## config.mk

```make
export PLATFORM = sky130hd
export DESIGN_NAME = vx_stream_route_queue
export DESIGN_NICKNAME = d
export VERILOG_FILES = /design/src/rtl/vx_stream_route_pkg.sv /design/src/rtl/vx_route_fifo.sv /design/src/rtl/vx_stream_route_queue.sv
export SDC_FILE = /design/constraint.sdc
export NUM_CORES = 1
export LEC_CHECK = 0
export ABC_AREA = 1
export ABC_CLOCK_PERIOD_IN_PS = 7200
export CORE_MARGIN = 1.5
export CORE_UTILIZATION = 57
export DETAILED_ROUTE_END_ITERATION = 10
export PLACE_DENSITY = 0.87
export SYNTH_ARGS = -nofsm -noshare
export SYNTH_HDL_FRONTEND = slang
export SYNTH_SLANG_ARGS = --single-unit
```

## constraint.sdc

```tcl
create_clock -name clk -period 7.2 [get_ports clk]
set_input_delay 0.72 -clock clk [delete_from_list [all_inputs] [get_ports clk]]
set_output_delay 0.72 -clock clk [all_outputs]
set_load 0.05 [all_outputs]
```

## src/rtl/vx_stream_route_pkg.sv

```systemverilog
// vx_stream_route_pkg: shared stall FSM states, default sizes and a select-width helper
package vx_stream_route_pkg;
  typedef enum logic [1:0] {IDLE, WAIT, ALARM} stall_state_e;
  localparam int DEFAULT_DEPTH = 4;
  localparam int DEFAULT_STALL_LIMIT = 64;
  function automatic int log2up(input int n);
    return (n > 1) ? $clog2(n) : 1;
  endfunction
endpackage

```

## src/rtl/vx_route_fifo.sv

```systemverilog
// vx_route_fifo: per-lane FIFO holding {sel,data}; a full FIFO rejects a push even when popping
module vx_route_fifo #(
  parameter int DEPTH = 4,
  parameter int W = 8
) (
  input  logic         clk,
  input  logic         reset,
  input  logic         push,
  input  logic         pop,
  input  logic [W-1:0] din,
  output logic [W-1:0] dout,
  output logic         full,
  output logic         empty
);
  localparam int PW = $clog2(DEPTH);
  localparam int CW = $clog2(DEPTH + 1);
  if (DEPTH < 2 || (DEPTH & (DEPTH - 1)) != 0) begin : g_bad_depth
    $error("vx_route_fifo: DEPTH must be a power of 2 and >= 2");
  end
  logic [W-1:0] mem_q [DEPTH];
  logic [PW-1:0] wr_q, rd_q, wr_d, rd_d;
  logic [CW-1:0] cnt_q, cnt_d;
  logic do_push, do_pop;
  assign full = cnt_q == CW'(DEPTH);
  assign empty = cnt_q == '0;
  assign do_push = push & !full;
  assign do_pop = pop & !empty;
  assign dout = mem_q[rd_q];
  assign wr_d = do_push ? wr_q + PW'(1) : wr_q;
  assign rd_d = do_pop ? rd_q + PW'(1) : rd_q;
  assign cnt_d = cnt_q + CW'(do_push) - CW'(do_pop);
  // pointer and occupancy registers
  always_ff @(posedge clk) begin
    if (reset) begin
      wr_q <= '0;
      rd_q <= '0;
      cnt_q <= '0;
    end else begin
      wr_q <= wr_d;
      rd_q <= rd_d;
      cnt_q <= cnt_d;
    end
  end
  // storage needs no reset; occupancy alone decides what is visible
  always_ff @(posedge clk) begin
    if (do_push) mem_q[wr_q] <= din;
  end
endmodule

```

## src/rtl/vx_stream_route_queue.sv

```systemverilog
// vx_stream_route_queue: lane FIFOs with enqueue-time output select, head-of-line stall alarm and stall perf counter (VX_STREAM_ROUTE_HASH_EN folds upper address bits into sel)
module vx_stream_route_queue
  import vx_stream_route_pkg::*;
#(
  parameter int NUM_INPUTS = 4,
  parameter int NUM_OUTPUTS = 4,
  parameter int DATAW = 32,
  parameter int ADDRW = 32,
  parameter int ADDR_LSB = 2,
  parameter int DEPTH = DEFAULT_DEPTH,
  parameter int STALL_LIMIT = DEFAULT_STALL_LIMIT,
  parameter int PERF_CTR_BITS = 32,
  parameter int OUT_WIDTH = log2up(NUM_OUTPUTS)
) (
  input  logic                            clk,
  input  logic                            reset,
  input  logic [NUM_INPUTS-1:0]           valid_in,
  input  logic [NUM_INPUTS*DATAW-1:0]     data_in,
  input  logic [NUM_INPUTS*ADDRW-1:0]     addr_in,
  output logic [NUM_INPUTS-1:0]           ready_in,
  output logic [NUM_INPUTS-1:0]           valid_out,
  output logic [NUM_INPUTS*DATAW-1:0]     data_out,
  output logic [NUM_INPUTS*OUT_WIDTH-1:0] sel_out,
  input  logic [NUM_INPUTS-1:0]           ready_out,
  output logic [NUM_INPUTS-1:0]           stall_alarm,
  output logic [PERF_CTR_BITS-1:0]        stall_cycles
);
  localparam int SW = $clog2(STALL_LIMIT + 1);
  if (NUM_OUTPUTS < 1 || (NUM_OUTPUTS & (NUM_OUTPUTS - 1)) != 0) begin : g_bad_outputs
    $error("vx_stream_route_queue: NUM_OUTPUTS must be a power of 2");
  end
  if (STALL_LIMIT < 1) begin : g_bad_limit
    $error("vx_stream_route_queue: STALL_LIMIT must be >= 1");
  end
`ifdef VX_STREAM_ROUTE_HASH_EN
  if (ADDR_LSB + 2 * OUT_WIDTH > ADDRW) begin : g_bad_hash
    $error("vx_stream_route_queue: hashed select exceeds ADDRW");
  end
`endif
  logic [NUM_INPUTS-1:0] blocked;
  logic [PERF_CTR_BITS-1:0] blocked_cnt, stall_cycles_q;
  logic unused_addr;
  assign unused_addr = ^addr_in;
  assign blocked = valid_out & ~ready_out;
  assign stall_cycles = stall_cycles_q;
  for (genvar i = 0; i < NUM_INPUTS; i++) begin : g_lane
    logic [OUT_WIDTH-1:0] sel;
    logic full, empty;
    stall_state_e state_q, state_d;
    logic [SW-1:0] ctr_q, ctr_d;
`ifdef VX_STREAM_ROUTE_HASH_EN
    assign sel = (NUM_OUTPUTS == 1) ? '0 :
                 addr_in[i*ADDRW+ADDR_LSB +: OUT_WIDTH] ^ addr_in[i*ADDRW+ADDR_LSB+OUT_WIDTH +: OUT_WIDTH];
`else
    assign sel = (NUM_OUTPUTS == 1) ? '0 : addr_in[i*ADDRW+ADDR_LSB +: OUT_WIDTH];
`endif
    vx_route_fifo #(.DEPTH(DEPTH), .W(OUT_WIDTH + DATAW)) u_fifo (
      .clk   (clk),
      .reset (reset),
      .push  (valid_in[i] & ready_in[i]),
      .pop   (valid_out[i] & ready_out[i]),
      .din   ({sel, data_in[i*DATAW +: DATAW]}),
      .dout  ({sel_out[i*OUT_WIDTH +: OUT_WIDTH], data_out[i*DATAW +: DATAW]}),
      .full  (full),
      .empty (empty)
    );
    assign ready_in[i] = !full;
    assign valid_out[i] = !empty;
    assign stall_alarm[i] = state_q == ALARM;
    // stall state and saturating blocked-run counter
    always_ff @(posedge clk) begin
      if (reset) begin
        state_q <= IDLE;
        ctr_q <= '0;
      end else begin
        state_q <= state_d;
        ctr_q <= ctr_d;
      end
    end
    // any unblocked cycle clears the run; reaching the limit raises the alarm
    always_comb begin
      state_d = state_q;
      ctr_d = ctr_q;
      if (!blocked[i]) begin
        state_d = IDLE;
        ctr_d = '0;
      end else if (state_q == IDLE) begin
        ctr_d = SW'(1);
        state_d = (ctr_d == SW'(STALL_LIMIT)) ? ALARM : WAIT;
      end else if (state_q == WAIT) begin
        ctr_d = ctr_q + SW'(1);
        state_d = (ctr_d == SW'(STALL_LIMIT)) ? ALARM : WAIT;
      end
    end
  end
  // number of lanes blocked this cycle
  always_comb begin
    blocked_cnt = '0;
    for (int j = 0; j < NUM_INPUTS; j++) blocked_cnt = blocked_cnt + PERF_CTR_BITS'(blocked[j]);
  end
  // wrapping blocked lane-cycle accumulator
  always_ff @(posedge clk) begin
    if (reset) stall_cycles_q <= '0;
    else stall_cycles_q <= stall_cycles_q + blocked_cnt;
  end
endmodule

```

Yosys cells after proc, flatten, opt, wreduce, memory -nomap -nowiden:

Memory sizes are Yosys's and may differ from the RTL's. A register that Yosys moved wholly into a read port is not among the register bits.
Cells that the tools add are included.

* logic and storage cells: 159
* bits in writable memories: 544
* output and inout bits: 180
* bits of input ports: 266
* memories kept: 4
* register bits after elaboration: 96

* equality and inequality tests: 16
* add/subtract/negate cells: 24
* reduce and logical (&&, ||, !) cells: 28
* muxes and demuxes: 36
* bitwise operators: 22

Memory list
* g_lane[0].u_fifo.mem_q: words 4, bits a word 34, read ports 1, clocked after memory_dff 1, wr ports 1, RTL line vx_route_fifo.sv:20 `logic [W-1:0] mem_q [DEPTH];`
* g_lane[1].u_fifo.mem_q: words 4, bits a word 34, read ports 1, clocked after memory_dff 1, wr ports 1, RTL line vx_route_fifo.sv:20
* g_lane[2].u_fifo.mem_q: words 4, bits a word 34, read ports 1, clocked after memory_dff 1, wr ports 1, RTL line vx_route_fifo.sv:20
* g_lane[3].u_fifo.mem_q: words 4, bits a word 34, read ports 1, clocked after memory_dff 1, wr ports 1, RTL line vx_route_fifo.sv:20

Operators with widths (count)
* $add A32 B4 Y32: 1
* $add A7 B1 Y7 const B: 4
* $eq A7 B7 Y1 const B: 4
* $mux W1: 24
* $mux W2: 12
* $add A2 B1 Y2 const B: 8
* $and A1 B1 Y1: 16
* $add A3 B1 Y3: 4
* $eq A3 B3 Y1 const B: 4
* $logic_not A3 Y1: 4
* $reduce_or A3 Y1: 4
* $sub A3 B1 Y3: 4
* $eq A2 B1 Y1 const B: 4
* $eq A2 B2 Y1 const B: 4
* $logic_not A1 Y1: 8
* $logic_not A2 Y1: 4
* $reduce_bool A2 Y1: 4
* $reduce_or A2 Y1: 4
* $add A3 B1 Y4: 1
* $and A4 B4 Y4: 1
* $not A1 Y1: 4
* $not A4 Y4: 1
* $add A2 B1 Y3: 1
* $add A1 B1 Y2: 1

Longest topological paths before layout:

Gate-level depths: netlist of run 1.

* word-level depth: 7
* gate-level depth with buffers: 16
* depth with buffers taken out: 16

Hierarchy:

From an unflattened synthesis of run 1, not the netlist that was laid out.

* cell total of the unflattened synthesis: 2179
* area total of the unflattened synthesis: 26684.3 µm²

By module, submodules not included
* vx_route_fifo: instances 4, seq. area each 4264.1 µm², area each 5733.0 µm², cells each 398
* vx_stream_route_queue: instances 1, seq. area each 1361.3 µm², area each 3752.3 µm², cells each 587

Worst setup path before layout of run 1:

Ideal clock, no wire load.

* path kind: reg-to-reg
* start: register g_lane[1].u_fifo.cnt_q[1]
* end: memory g_lane[1].u_fifo.mem_q[0][0] (netlist name) (enable)
* setup time: 425 ps
* cell stages (with the launch flop): 5
* period minus slack after synthesis: 3073 ps
* data arrival time: 2648 ps
* buffers on the path: 0
* slack: 4127 ps
* required time: 6775 ps
* cells stage by stage: dfxtp_1 > inv_1 > nand3_1 > nand2_1 > nor2_1

* cells in the longest elaborated chain, start to end: 6

Ends and longest elaborated chain
* start: declaration: RTL line vx_route_fifo.sv:22 `logic [CW-1:0] cnt_q, cnt_d;`
* start signal: assignment: RTL line vx_route_fifo.sv:41 `cnt_q <= cnt_d;`
* $eq A3 B3 Y1 *: RTL line vx_route_fifo.sv:24 `assign full = cnt_q == CW'(DEPTH);`
* $logic_not A1 Y1 *: RTL line vx_stream_route_queue.sv:67 `assign ready_in[i] = !full;`
* via ready_in[1]: RTL line vx_stream_route_queue.sv:20 `output logic [NUM_INPUTS-1:0] ready_in,`
* $and A1 B1 Y1: RTL line vx_stream_route_queue.sv:60 `.push (valid_in[i] & ready_in[i]),`
* $and A1 B1 Y1 *: RTL line vx_route_fifo.sv:26 `assign do_push = push & !full;`
* $mux W1 *: RTL line vx_route_fifo.sv:46 `if (do_push) mem_q[wr_q] <= din;`
* $mux W1 (implied by the code) *: RTL line vx_route_fifo.sv:46
* end: declaration: RTL line vx_route_fifo.sv:20

The timed path passes the listed nets; every way through them passes the cells marked *.

==> results of run 1 <==
## worst max-delay path, cell delays in order (launching register included)
cell and delay (ns):
dfxtp_2 0.31, buf_4 0.29, inv_2 0.89, o21ai_0 0.28, o22ai_1 0.26, clkdlybuf4s50_1 0.91
## placed cells by master, fill, tap and decap left out, types with 8 or more instances in the layout
cell and instances:
edfxtp_1 544, nor2_1 372, clkdlybuf4s50_1 325, o21ai_0 304
nand2_1 156, o22ai_1 136, inv_1 126, dfxtp_1 100
clkbuf_16 71, a21oi_1 67, nand3_1 35, ha_1 29
nor2_2 23, buf_4 19, clkbuf_1 14, clkinv_1 14
nor2_4 11, nand3b_1 11, inv_2 8, nand4_1 8
## worst paths after layout
path | start | to | slack (ns) | cells past startpoint
max reg2reg | g_lane[0].u_fifo.cnt_q[1] | stall_cycles[20] | 4.29 | 16
max | flop | data_out[73] | 2.89 | 5
min | g_lane[0].u_fifo.rd_q[1] | flop | 0.47 | 2
min reg2reg | g_lane[0].u_fifo.rd_q[1] | flop | 0.47 | 2
## cell families after synthesis
logic type / count (synthesis) / synth area share
xor+xnor: 11 / 0.00380
buf+inv: 226 / 0.0349
compound gates: 526 / 0.112
flops: 648 / 0.727
simple gates: 629 / 0.102
fa+ha+maj: 36 / 0.0199
## per-stage QoR
| stage | hold slack, ns | cells | power (uW) |
|---|---|---|---|
| global placement | 0.450 | 2921 | 8290 |
| floorplan | 0.436 | 2076 | 7120 |
| CTS | 0.469 | 3040 | 11800 |
| detailed placement | 0.458 | 2921 | 8420 |
| finish | 0.467 | 3042 | 11700 |
| global route | 0.508 | 3040 | 12200 |
## power groups by stage
stage / logic, uW / registers [uW] / clock network [uW]
floorplan: 2410 / 4710 / 0
global placement: 3610 / 4680 / 0
detailed placement: 3710 / 4700 / 0
CTS: 3750 / 4630 / 3400
global route: 3970 / 4660 / 3540
finish: 3750 / 4630 / 3350
## Yosys cell counts
master,number
clkbuf_2,1
dfxtp_1,104
buf_2,26
fa_1,7
clkbuf_1,64
a211oi_1,3
nand2_2,6
a31oi_1,1
nor2_2,13
xor2_1,7
o21ai_2,1
inv_2,8
o21ai_0,304
nor3_1,3
ha_1,29
clkinv_2,1
nand4_1,8
nor3b_1,2
nand3_1,35
o21a_1,2
o211a_1,2
o22ai_1,136
nand2_4,1
edfxtp_1,544
a21oi_2,1
nand3_2,1
nand3b_1,11
o211ai_1,6
a21oi_1,67
xnor2_1,4
o21ai_1,3
nor2_4,5
nand2_1,156
nor2_1,388
inv_1,126
## metal layers
metal	GRT usage	routed length (um)	vias to the layer above
met2	0.436	30500	726
met4	0.105	1770	0
met1	0.314	22500	8505
met3	0.0548	4850	127
met5	0	0	-
li1	-	-	8053
## sequential cells by signal, indices dropped and copies added, names as in the netlist, named ones only
signal,cells
g_lane.ctr_q,28
g_lane.state_q,8
g_lane.u_fifo.cnt_q,12
g_lane.u_fifo.mem_q,544
g_lane.u_fifo.rd_q,8
g_lane.u_fifo.wr_q,8
stall_cycles,32
## area by class of cell
type	count	share of cell area
well taps	592	0.0237
repair buffers	344	0.109
flip-flops and latches	648	0.589
clock inverters	31	0.00820
diodes	2	0.000160
inverters	135	0.0162
multi-input cells	1202	0.195
clock buffers	88	0.0598
==> flow_summary.yaml, run 1 <==
run_status:
  status: "finished, final reports clean"
placed_design:
  pre_cts_slack_ns: 3.61
  place_area_mm2: 0.0292
  place.gp.congestion: 0.901
  post-dp-hpwl_um: 34200
  portBuffers: 325
cts:
  clk_pin_slew_worst_paths_ns: 0.06
  tritoncts: "done"
  cts-resized-gates: 0
  cts.sink_count: 648
  cts_inserted_buffers: 66
  cts-htree-levels: 3
  clock_tree.root_cell: "clkbuf_16"
  cts_hold_buf: 0
  cts_setup_buffers: 0
  cts.path.max_buffers: 3
  clock_latency_ns: 0.59
layout:
  fin_util: 0.711
  layout.nets: 2699
  drive_gt1_frac: 0.0682
  final_area_mm2: 0.0313
  multi_input_area_mm2: 0.00609
  area_growth_pct: 23.6
  register_area_mm2: 0.0184
  fillers: 2808
synth:
  synth_area_mm2: 0.0253
  syn_avg_cell_area_um2: 12.2
  yosys_register_bits: 648
  synth_top_area_frac: 0.645
  syn_nets: 2378
  synth_warnings: 0
  synth_area_leaders: "edfxtp_1 65%, dfxtp_1 8.2%, o21ai_0 6.0%"
  synthCells: 2076
  synth_top_area_cell: "edfxtp_1"
  synth-seq-area-share: 0.727
  ys_types: 35
drt:
  first_pass_iters: 5
  ant_nets: 0
  wl_per_cell_um: 19.6
  drt_iter0_drc: 1607
  via_per_inst: 5.72
  vias: 17400
  drcViolationCount: 0
  totalWireLength_um: 59600
power_and_ir_drop:
  pwr-share-clk: 0.286
  powerDensity_mw_per_mm2: 375
  p_leak_uw: 0.0108
  p_seq_frac: 0.395
  p_comb_frac: 0.319
  max-vdd-ir-drop_mv: 0.306
  p_switching_uw: 4180
  power.internal_uw: 7550
  power_switching_share: 0.357
worst_setup_path:
  cp-start-kind: "flop"
  crit_arrival_ns: 3.59
  required_ns: 6.48
  cp-end-kind: "primary output"
  worst-path-max-fanout: 69
  critPathKind: "flop to primary output"
floorplan:
  dieWidth_um: 214
  row_count: 77
  num_io_pins: 446
  core_area_mm2: 0.0440
  initial_core_util: 0.575
  die_y_um: 214
  dieArea_mm2: 0.0457
timing:
  setup_violations: 0
  rsz0062_at_grt: "false"
  skew_ns: 0.0130
  post-route-min-period_ns: 4.31
  worst_pin_slew_ns: 1.14
  finalHoldViolCount: 0
  drv_slew: 0
  layout_setup_ws_ns: 2.89
  setup_tns_ns: 0
  post-route-period-util: 0.599
  relSlewSlack: 0.238
  fmax_mhz: 232
global_routing:
  grt_usage: 0.254
  grt_max_degree: 70
  overflow: 0
  antenna_found_initial: 1
  first_global_vias: 17100
  grt_pass1_wl_um: 89400
worst_hold_path:
  min-delay-path-class: "flop to flop"
run:
  maxCapViolations: 0
No activity file was read; power rests on OpenSTA's default activity.
==> run 2: changes to the inputs <==
--- a/config.mk
+++ b/config.mk
@@ -6,11 +6,11 @@
 export NUM_CORES = 1
 export LEC_CHECK = 0
 export ABC_AREA = 1
-export ABC_CLOCK_PERIOD_IN_PS = 7200
+export ABC_CLOCK_PERIOD_IN_PS = 3700
 export CORE_MARGIN = 1.5
-export CORE_UTILIZATION = 57
+export CORE_UTILIZATION = 48
 export DETAILED_ROUTE_END_ITERATION = 10
-export PLACE_DENSITY = 0.87
+export PLACE_DENSITY = 0.79
 export SYNTH_ARGS = -nofsm -noshare
 export SYNTH_HDL_FRONTEND = slang
 export SYNTH_SLANG_ARGS = --single-unit
==> constraint.sdc (replaced) <==
create_clock -name clk -period 3.7 [get_ports clk]
set_input_delay 0.37 -clock clk [delete_from_list [all_inputs] [get_ports clk]]
set_output_delay 0.37 -clock clk [all_outputs]
set_load 0.05 [all_outputs]
==> flow_summary.yaml, run 2 (synthesis gave the netlist of run 1 again) <==
run_status:
  status: "finished, final reports clean"
floorplan:
  dieArea_mm2: 0.0541
  die_y_um: 233
  row_count: 84
  core_area_mm2: 0.0523
  dieWidth_um: 233
  num_io_pins: 446
  initial_core_util: 0.484
global_routing:
  overflow: 0
  antenna_found_initial: 0
  first_global_vias: 16900
  grt_max_degree: 69
  grt_usage: 0.209
  grt_pass1_wl_um: 87900
worst_setup_path:
  required_ns: 3.33
  cp-end-kind: "primary output"
  path_depth: 4
  cp-start-kind: "flop"
  path_cells: "buf_4, o21ai_0, o22ai_1, clkdlybuf4s50_1"
  crit_arrival_ns: 2.83
  r2r-start: "g_lane[0].u_fifo.cnt_q[1]"
  critPathKind: "flop to primary output"
  path_buf_inv: 2
  worst-path-max-fanout: 68
  rr_worst_depth: 16
  r2r_slack_ns: 0.84
  r2r-end: "stall_cycles[20]"
  cpLargestDelayFamily: "buffers and inverters"
  slowest_stage: "clkdlybuf4s50_1"
  critPathMaxStageDelay_ns: 0.84
timing:
  post-route-min-period_ns: 3.20
  post-route-period-util: 0.864
  hold-worst-slack_ns: 0.406
  finalHoldViolCount: 0
  skew_ns: 0.0134
  fmax_mhz: 313
  setup_tns_ns: 0
  rsz0062_at_grt: "false"
  drv_slew: 0
  setup_violations: 0
  relSlewSlack: 0.532
  worst_pin_slew_ns: 0.702
worst_hold_path:
  min-delay-path-class: "primary input to flop"
  worstHoldStart: "data_in[16]"
  min_path_cells: 1
  whs_endpoint: "g_lane[0].u_fifo.mem_q[1][16]"
run:
  maxCapViolations: 0
drt:
  drt_iter0_drc: 1211
  via_per_inst: 5.43
  ant_nets: 0
  vias: 17100
  first_pass_iters: 5
  totalWireLength_um: 57400
  wl_per_cell_um: 18.2
  drcViolationCount: 0
cts:
  cts-resized-gates: 0
  tritoncts: "done"
  clk_pin_slew_worst_paths_ns: 0.06
  cts_inserted_buffers: 67
  clock_tree.root_cell: "clkbuf_16"
  cts-htree-levels: 3
  cts.sink_count: 648
  clock_latency_ns: 0.58
  cts_hold_buf: 0
  cts.path.max_buffers: 3
  cts_setup_buffers: 0
layout:
  fin_cells: 3148
  final_area_mm2: 0.0316
  largest_reg_flops: 544
  final_common_cell: "edfxtp_1"
  drive_gt1_frac: 0.0776
  register_area_mm2: 0.0184
  layout.nets: 2715
  num_antenna_cells: 0
  final_cell_mix: "544 x edfxtp_1, 372 x nor2_1, 325 x clkdlybuf4s50_1"
  area_growth_pct: 24.9
  fillers: 3917
  multi_input_area_mm2: 0.00609
  regMostFlops: "g_lane.u_fifo.mem_q"
  fin_util: 0.604
placed_design:
  post-dp-hpwl_um: 34800
  dp_cells: 3032
  place.gp.congestion: 0.866
  portBuffers: 325
  place_area_mm2: 0.0294
power_and_ir_drop:
  p_leak_uw: 0.0109
  powerDensity_mw_per_mm2: 725
  max-vdd-ir-drop_mv: 0.571
run 2: cell type report:
| type | count | area share |
|---|---|---|
| clock buffer | 81 | 0.0577 |
| clock inverter | 35 | 0.0117 |
| inverter | 135 | 0.0161 |
| multi-input combinational | 1202 | 0.193 |
| sequential | 648 | 0.583 |
| tap | 688 | 0.0272 |
| timing repair buffer | 359 | 0.112 |
run 2: power by group:
part	switching, uW	internal, uW
sequential	245	8760
clock	2690	3940
combinational	5150	2140
run 2: routing by layer:
metal,GRT usage,vias up,wire (um)
li1,-,8082,-
met1,0.264,8372,23300
met2,0.362,539,29200
met3,0.0362,91,3620
met4,0.0732,0,1310
met5,0,-,0
run 2: metrics by stage:
stage	worst slack [ns]	power (uW)
2_1_floorplan	0.627	13900
3_3_place_gp	0.583	16200
3_5_place_dp	0.603	16500
4_1_cts	0.464	23100
5_1_grt	0.367	23800
6_report	0.505	22900
run 2: worst max path at each step:
stage,from,end
after floorplan,g_lane[1].u_fifo.cnt_q[1],g_lane[1].u_fifo.mem_q[0][0]
after global placement,ready_out[0],stall_cycles[20]
after detailed placement,ready_out[0],stall_cycles[20]
after CTS,flop,data_out[42]
after global routing,flop,data_out[42]
final,flop,data_out[42]
